===== config.mk =====
export PLATFORM = sky130hd
export DESIGN_NAME = regfile_sb
export DESIGN_NICKNAME = d
export VERILOG_FILES = /design/src/rtl/regfile_sb.sv
export SDC_FILE = /design/constraint.sdc
export NUM_CORES = 2
export LEC_CHECK = 0
export ABC_AREA = 0
export CORE_ASPECT_RATIO = 0.5
export CORE_MARGIN = 3
export CORE_UTILIZATION = 30
export CTS_BUF_LIST = sky130_fd_sc_hd__clkbuf_4 sky130_fd_sc_hd__clkbuf_8
export DETAILED_ROUTE_END_ITERATION = 12
export GPL_TIMING_DRIVEN = 0
export PLACE_DENSITY_LB_ADDON = 0.12
export SYNTH_ARGS = -nofsm -noshare
export SYNTH_HDL_FRONTEND = slang
export SYNTH_SLANG_ARGS = --single-unit

===== constraint.sdc =====
create_clock -name clk -period 4 [get_ports clk]
set_clock_uncertainty 0.15 [all_clocks]
set_input_delay 0.8 -clock clk [delete_from_list [all_inputs] [get_ports clk]]
set_output_delay 0.8 -clock clk [all_outputs]
set_load 0.02 [all_outputs]

===== src/rtl/regfile_sb.sv =====
`default_nettype none
// ---------------------------------------------------------------------------
// regfile_sb : 2R/1W register file with write bypass and pending scoreboard
// Revision   : 1.0
// ---------------------------------------------------------------------------
module regfile_sb #(
  parameter int XLEN     = 32,
  parameter int NREG     = 32,
  parameter int AW       = $clog2(NREG),
  parameter int ZERO_REG = 1
) (
  input  logic            clk,
  input  logic            rst,
  input  logic [AW-1:0]   rs1_addr,
  input  logic [AW-1:0]   rs2_addr,
  output logic [XLEN-1:0] rs1,
  output logic [XLEN-1:0] rs2,
  output logic            rs1_busy,
  output logic            rs2_busy,
  input  logic [AW-1:0]   writereg_addr,
  input  logic [XLEN-1:0] writedata,
  input  logic            regwrite,
  input  logic            iss_en,
  input  logic [AW-1:0]   iss_addr,
  input  logic            Moderator_in,
  output logic [NREG-1:0] pending,
  output logic [AW:0]     pend_cnt
);

  logic [XLEN-1:0] r_regs [NREG];
  logic [NREG-1:0] r_pending;
  logic [AW:0]     r_pend_cnt;

  logic            w_we;
  logic            w_ie;
  logic            w_inc;
  logic            w_dec;
  logic [NREG-1:0] w_set_mask;
  logic [NREG-1:0] w_clr_mask;
  logic [NREG-1:0] w_pend_next;

  assign w_we = regwrite & ~Moderator_in &
                ~((ZERO_REG != 0) && (writereg_addr == '0));
  assign w_ie = iss_en & ~Moderator_in &
                ~((ZERO_REG != 0) && (iss_addr == '0));

  always_comb begin
    w_set_mask = '0;
    w_clr_mask = '0;
    for (int i = 0; i < NREG; i++) begin
      w_set_mask[i] = w_ie && (iss_addr == AW'(i));
      w_clr_mask[i] = w_we && (writereg_addr == AW'(i));
    end
  end

  // OR-ing the set mask last makes a new producer win over a retiring write
  assign w_pend_next = (r_pending & ~w_clr_mask) | w_set_mask;

  // Net count change: a bit only counts if it actually flips
  assign w_inc = w_ie & ~r_pending[iss_addr];
  assign w_dec = w_we & r_pending[writereg_addr] &
                 ~(w_ie && (iss_addr == writereg_addr));

  always_ff @(posedge clk) begin
    if (rst) begin
      for (int i = 0; i < NREG; i++) begin
        r_regs[i] <= '0;
      end
      r_pending  <= '0;
      r_pend_cnt <= '0;
    end else begin
      if (w_we) begin
        r_regs[writereg_addr] <= writedata;
      end
      r_pending  <= w_pend_next;
      r_pend_cnt <= r_pend_cnt + (AW+1)'(w_inc) - (AW+1)'(w_dec);
    end
  end

  always_comb begin
    if (w_we && (writereg_addr == rs1_addr)) begin
      rs1 = writedata;
    end else if ((ZERO_REG != 0) && (rs1_addr == '0)) begin
      rs1 = '0;
    end else begin
      rs1 = r_regs[rs1_addr];
    end

    if (w_we && (writereg_addr == rs2_addr)) begin
      rs2 = writedata;
    end else if ((ZERO_REG != 0) && (rs2_addr == '0)) begin
      rs2 = '0;
    end else begin
      rs2 = r_regs[rs2_addr];
    end
  end

  assign rs1_busy = r_pending[rs1_addr] & ~(w_we && (writereg_addr == rs1_addr));
  assign rs2_busy = r_pending[rs2_addr] & ~(w_we && (writereg_addr == rs2_addr));

  assign pending  = r_pending;
  assign pend_cnt = r_pend_cnt;

endmodule
`default_nettype wire


# == Word-level counts from Yosys, hierarchy flattened ==
# Memory sizes are Yosys's and may differ from the RTL's.
# Index checks and enable logic that the tools add are counted.
# op_classes
bitwise_logic,19
reduce_logical,72
muxes,20
n_lt_le_gt_ge,4
n_eq_ne,65
add_sub_neg,2
# op_table
op,n
== test 5 bit (second input constant),32
two-way mux 32 bit,5
== test 5 x 4 -> 1 bit (second input constant),16
logical AND 1 bit,67
== test 5 x 3 -> 1 bit (second input constant),8
AND 32 bit,1
NOT 32 bit,1
OR 32 bit,1
OR reduction 32 bit,1
less-than comparator 5 x 6 -> 1 bit (second input constant),4
binary-select mux 1 bit (select 5 bit),4
== test 5 x 2 -> 1 bit (second input constant),4
zero test 5 bit,4
== test 5 bit,3
== test 5 x 1 -> 1 bit (second input constant),2
two-way mux 1 bit,10
AND 1 bit,9
NOT 1 bit,7
adder 6 x 1 -> 6 bit,1
subtractor 6 x 1 -> 6 bit,1
two-way mux 5 bit,1
# word_totals
register_bits,38
inputBits,57
ram_bits,1024
n_memories,1
# mem_list
name,words,word_bits,rd,rd_clocked_by_memory_dff,write_ports,line,text
r_regs,32,32,2,0,32,30,logic [XLEN-1:0] r_regs [NREG];

# == Longest topological paths before layout ==
# depth
depth_word,8
mapped_depth,16

# == Least setup slack after synthesis ==
# OpenSTA, ideal clock, no wires.
# synth_path
kind,input -> register
startpoint,in writereg_addr[0]
endpoint,"reg r_pend_cnt[5], in the netlist pend_cnt[5]"
path_slack_ps,132
stages,15
setup_ps,121
path_buffers,2
t_arrival_ps,3597
cell_sequence,buf_2 buf_2 mux4_2 a22oi_1 nand2_1 a21oi_1 nor3_1 ha_1 inv_1 ha_1 a21o_1 a21oi_1 o21bai_1 a21oi_1 mux2_2
# synth_via
elab_chain_len,6
word_cells_on_any_way,11
cone_classes,add/sub: 1; eq/ne: 1; mux: 2; bitwise: 5; reduce/logical: 2
# synth_rtl
element,line,text
"start, declared",20,"input logic [AW-1:0] writereg_addr,"
"parallel branches: the longest is 4 deep, another holds binary-select mux 1 bit (select 5 bit)",n/a,
AND 1 bit *,61,assign w_dec = w_we & r_pending[writereg_addr] &
subtractor 6 x 1 -> 6 bit *,76,r_pend_cnt <= r_pend_cnt + (AW+1)'(w_inc) - (AW+1)'(w_dec);
"end signal, assigned",76,
"end, declared",32,logic [AW:0] r_pend_cnt;
# Mark *: on every way between the ends. The select of a mux whose other input is x is not followed.
# A chain may end at the register's enable or synchronous reset.

# == Worst setup path in the final report ==
# layout_path
startpoint,in writedata[17]
endpoint,out rs2[17]
# layout_via
elab_chain_len,1
# layout_rtl
element,line,text
"start, declared",21,"input logic [XLEN-1:0] writedata,"
two-way mux 32 bit,89,if (w_we && (writereg_addr == rs2_addr)) begin
"end, declared",17,"output logic [XLEN-1:0] rs2,"
# Every way passes these cells.

==> flow_summary.html <==
<table>
<tr><th>Metric</th><th>Value</th></tr>
<tr><th colspan="2">Global routing</th></tr>
<tr><td>Wire length of the first global-routing pass</td><td>around 420000 µm</td></tr>
<tr><td>Number of global-route vias before repair</td><td>between 40000 and 50000</td></tr>
<tr><td>Maximum number of pins on one net before global-route repair</td><td>34</td></tr>
<tr><td>Sum of overflow across all layers after global routing</td><td>0</td></tr>
<tr><td>Initial antenna violation count</td><td>40</td></tr>
<tr><td>Global-route usage over all layers</td><td>a little under a third</td></tr>
<tr><th colspan="2">Yosys</th></tr>
<tr><td>Dominant cell type by area after synthesis</td><td>edfxtp_1</td></tr>
<tr><td>Most common flop cell mapped by yosys</td><td>edfxtp_1</td></tr>
<tr><td>Area share of the largest cell type after synthesis</td><td>approximately 53%</td></tr>
<tr><td>YS warnings</td><td>0</td></tr>
<tr><td>Post-Syn Area per Cell</td><td>between 10 and 15 µm²</td></tr>
<tr><td>Total standard cell area after synthesis</td><td>just under 60000 µm²</td></tr>
<tr><td>Async set or reset register ratio after synthesis</td><td>0%</td></tr>
<tr><td>Post-synth EDFFs</td><td>1024</td></tr>
<tr><td>List of most frequent post-synthesis cells</td><td>1024 x edfxtp_1, 971 x and2_1, 400 x mux4_2, 326 x mux2i_1, 314 x clkbuf_1</td></tr>
<tr><td>Library cell with the highest instance count after synthesis</td><td>edfxtp_1</td></tr>
<tr><td>Sequential cell area fraction in the yosys report</td><td>between 50% and 60%</td></tr>
<tr><td>Gate count of the mapped netlist</td><td>around 4100</td></tr>
<tr><td>Cell types with the largest area share after synthesis</td><td>edfxtp_1 53%, mux4_2 16%, and2_1 10%</td></tr>
<tr><td>Post-synthesis cell type count</td><td>58</td></tr>
<tr><td>Flip-flop and latch count after synthesis</td><td>approximately 1100</td></tr>
<tr><th colspan="2">Final layout</th></tr>
<tr><td>Area growth syn-to-layout</td><td>27.9%</td></tr>
<tr><td>Final standard cell count with taps included and fillers excluded</td><td>between 7000 and 8000</td></tr>
<tr><td>Fillers</td><td>18100</td></tr>
<tr><td>Fraction of final layout cells with drive strength greater than 1</td><td>a little under a third</td></tr>
<tr><td>Nets</td><td>around 4800</td></tr>
<tr><th colspan="2">Floorplan</th></tr>
<tr><td>Core Area</td><td>approximately 190000 µm²</td></tr>
<tr><td>Number of standard-cell rows in the floorplan</td><td>113</td></tr>
<tr><td>Initial core utilization</td><td>30.4%</td></tr>
<tr><td>Vert. Die Dim</td><td>about 320 µm</td></tr>
<tr><td>Full die area</td><td>approximately 200000 µm²</td></tr>
<tr><td>Number of ports placed on the die boundary</td><td>~160</td></tr>
<tr><td>Die width</td><td>about 630 µm</td></tr>
<tr><th colspan="2">STA</th></tr>
<tr><td>Min cycle time layout</td><td>between 4 and 5 ns</td></tr>
<tr><td>Tightest Pin Transition</td><td>1.59 ns</td></tr>
<tr><td>Final count of negative-setup-slack endpoints</td><td>46</td></tr>
<tr><td>RSZ-0062 raised after global routing</td><td>true</td></tr>
<tr><td>PnR worst setup slack</td><td>-0.342 ns</td></tr>
<tr><td>Worst hold margin</td><td>approximately 0.28 ns</td></tr>
<tr><td>Final Hold Vio Count</td><td>0</td></tr>
<tr><td>Fmax</td><td>approximately 230 MHz</td></tr>
<tr><td>Final number of max-transition violations</td><td>5</td></tr>
<tr><td>Accumulated negative setup slack</td><td>-4.36 ns</td></tr>
<tr><td>Max-Slew Margin vs Limit</td><td>-6.27%</td></tr>
<tr><td>Period utilisation layout</td><td>109%</td></tr>
<tr><th colspan="2">Hold path</th></tr>
<tr><td>Kind of path behind the tightest hold check</td><td>in -&gt; reg</td></tr>
<tr><td>Hold Path Stages</td><td>4</td></tr>
<tr><th colspan="2">Detailed routing</th></tr>
<tr><td>Pre-antenna DRT Iters</td><td>5</td></tr>
<tr><td>Detailed-route wire length</td><td>327000 µm</td></tr>
<tr><td>Wire length per cell after detailed routing</td><td>~44 µm</td></tr>
<tr><td>Number of design-rule violations left by the first detailed-router iteration</td><td>around 8000</td></tr>
<tr><td>Remaining number of nets flagged by the antenna check after routing</td><td>0</td></tr>
<tr><td>Total DRC errors in the routed layout</td><td>0</td></tr>
<tr><td>Total number of vias</td><td>about 45000</td></tr>
<tr><td>Via density per instance</td><td>roughly 6</td></tr>
<tr><th colspan="2">CTS</th></tr>
<tr><td>Maximum clock insertion buffer count</td><td>3</td></tr>
<tr><td>TritonCTS buffer count</td><td>176</td></tr>
<tr><td>CTS clock-pin slew for the worst setup and hold paths</td><td>0.08 ns</td></tr>
<tr><td>Source-to-sink clock delay at the later pin of the worst-skew pair</td><td>between 0.9 and 1 ns</td></tr>
<tr><td>Buffer cell driving the clock tree root</td><td>clkbuf_8</td></tr>
<tr><td>Hold_buf cts</td><td>0</td></tr>
<tr><td>CTS tree</td><td>yes</td></tr>
<tr><td>CTS sink count</td><td>about 1100</td></tr>
<tr><td>Number of levels in the clock H-tree</td><td>4</td></tr>
<tr><th colspan="2">Power and ir drop</th></tr>
<tr><td>Maximum resistive drop on vdd</td><td>approximately 270 µV</td></tr>
<tr><td>Power density normalized to cell area</td><td>388 nW/µm²</td></tr>
<tr><td>Total power</td><td>~0.029 W</td></tr>
<tr><td>LEAKAGE</td><td>around 26 nW</td></tr>
<tr><th colspan="2">Critical path</th></tr>
<tr><td>CP Data Required Time</td><td>3.05 ns</td></tr>
<tr><td>Worst-path fanout max</td><td>10</td></tr>
<tr><td>Crit path kind</td><td>in -&gt; out</td></tr>
<tr><td>Number of cells on the worst reg-to-reg path</td><td>13</td></tr>
<tr><td>Critical path launch point type</td><td>input port</td></tr>
<tr><td>Kind of end point of the critical path</td><td>output port</td></tr>
<tr><td>Arr. time, crit path</td><td>between 3 and 4 ns</td></tr>
<tr><th colspan="2">Place</th></tr>
<tr><td>RD Place Congestion</td><td>about 1.0</td></tr>
<tr><td>DP Wirelength</td><td>around 230000 µm</td></tr>
<tr><td>Number of port buffers</td><td>between 150 and 200</td></tr>
<tr><td>Inst Count DP</td><td>6942</td></tr>
<tr><td>Pre-CTS setup slack</td><td>-3.44 ns</td></tr>
<tr><th colspan="2">Outcome</th></tr>
<tr><td>Failing checks</td><td>max-capacitance violations, max-slew violations, negative setup slack</td></tr>
<tr><td>Outcome</td><td>finished, violations left</td></tr>
<tr><th colspan="2">Run</th></tr>
<tr><td>Max_cap viols</td><td>1</td></tr>
</table>
## critical path, stage by stage
cell and delay (ns):
clkdlybuf4s50_1 1.23, clkbuf_1 0.83, a21o_2 0.34, buf_6 0.14
## layout make-up
class / instances / area [µm²] / share of cell area (%)
antenna: 17 / 42.5 / 0.0572
buffer: 438 / 4490 / 6.04
clock buffer: 234 / 2910 / 3.91
clock inverter: 79 / 457 / 0.614
inverter: 46 / 176 / 0.237
multi-input combinational: 2611 / 27100 / 36.4
sequential: 1062 / 31500 / 42.4
tap: 2587 / 3240 / 4.35
timing repair buffer: 378 / 4430 / 5.96
## layer usage
layer	vias to the layer above	wire length, µm	track usage, %
met3	655	51200	15.8
met5	-	901	0.780
li1	17100	-	-
met4	26	12800	11.6
met2	3658	131000	43.6
met1	24000	132000	43.0
## power breakdown
part	leakage, nW	internal (W)	switching [W]	total [W]
combinational	14.5	0.00216	0.00355	0.00571
clock	1.77	0.00491	0.00505	0.00997
sequential	10.1	0.0128	0.000350	0.0131
total	26.3	0.0199	0.00896	0.0288
## flip-flops by register name, indices dropped and copies added (netlist names)
register  flops
pend_cnt      6
pending      32
r_regs     1024
## metrics by stage
step / utilization (%) / instance area, µm²
final: 38.9 / 74300
after global routing: 38.9 / 74300
after CTS: 38.1 / 72900
after detailed placement: 33.4 / 63900
after global placement: 32.9 / 63000
after floorplan: - / 58200
## path summary, 6_finish.rpt
| check | from | to | slack [ns] |
|---|---|---|---|
| worst max-delay path | writedata[17] | rs2[17] | -0.34 |
| worst min-delay path | writereg_addr[2] | r_regs[15][30] | 0.28 |
| worst max register to register | pending[10] | pend_cnt[4] | 0.46 |
| worst min register to register | pending[15] | pending[15] | 0.42 |
## cell usage in the layout, fill, tap and decap left out, types with 20 or more instances in the layout
| cell | count |
|---|---|
| a211o_1 | 26 |
| a21oi_1 | 23 |
| a22o_1 | 41 |
| a22oi_1 | 73 |
| and2_1 | 970 |
| buf_12 | 101 |
| buf_16 | 51 |
| buf_2 | 29 |
| buf_4 | 143 |
| buf_6 | 69 |
| clkbuf_1 | 191 |
| clkbuf_16 | 30 |
| clkbuf_2 | 30 |
| clkbuf_4 | 79 |
| clkbuf_8 | 217 |
| clkdlybuf4s50_1 | 70 |
| clkinv_1 | 46 |
| clkinv_2 | 21 |
| conb_1 | 32 |
| dfxtp_1 | 35 |
| edfxtp_1 | 1024 |
| inv_1 | 43 |
| mux2i_1 | 295 |
| mux4_2 | 400 |
| nand2_1 | 63 |
| nand3_1 | 20 |
| nor2_1 | 35 |
| nor2b_1 | 22 |
| nor3_1 | 28 |
| nor4_1 | 28 |
| nor4_2 | 21 |
| nor4_4 | 21 |
| o211ai_1 | 22 |
| o21ai_0 | 20 |
| o221ai_1 | 20 |
| o22ai_1 | 64 |
## logic make-up after synthesis
| logic type | synth area share [%] |
|---|---|
| and+or+nand+nor | 13.2 |
| DFF | 54.2 |
| muxes | 21.8 |
| AOI/OAI and AO/OA | 6.61 |
| buffers and inverters | 3.71 |
| xor gates and xnor gates | 0.286 |
| adders and majority gates | 0.164 |
| other | 0.00645 |
## repair_timing
item	4_1_cts	5_1_grt
pin swaps	129	98
gates resized for setup	1306	195
gates cloned	10	3
endpoints found under the setup margin	82	116
endpoints found under the hold margin	0	0
buffers inserted	105	78
(Power assumes the default switching activity.)
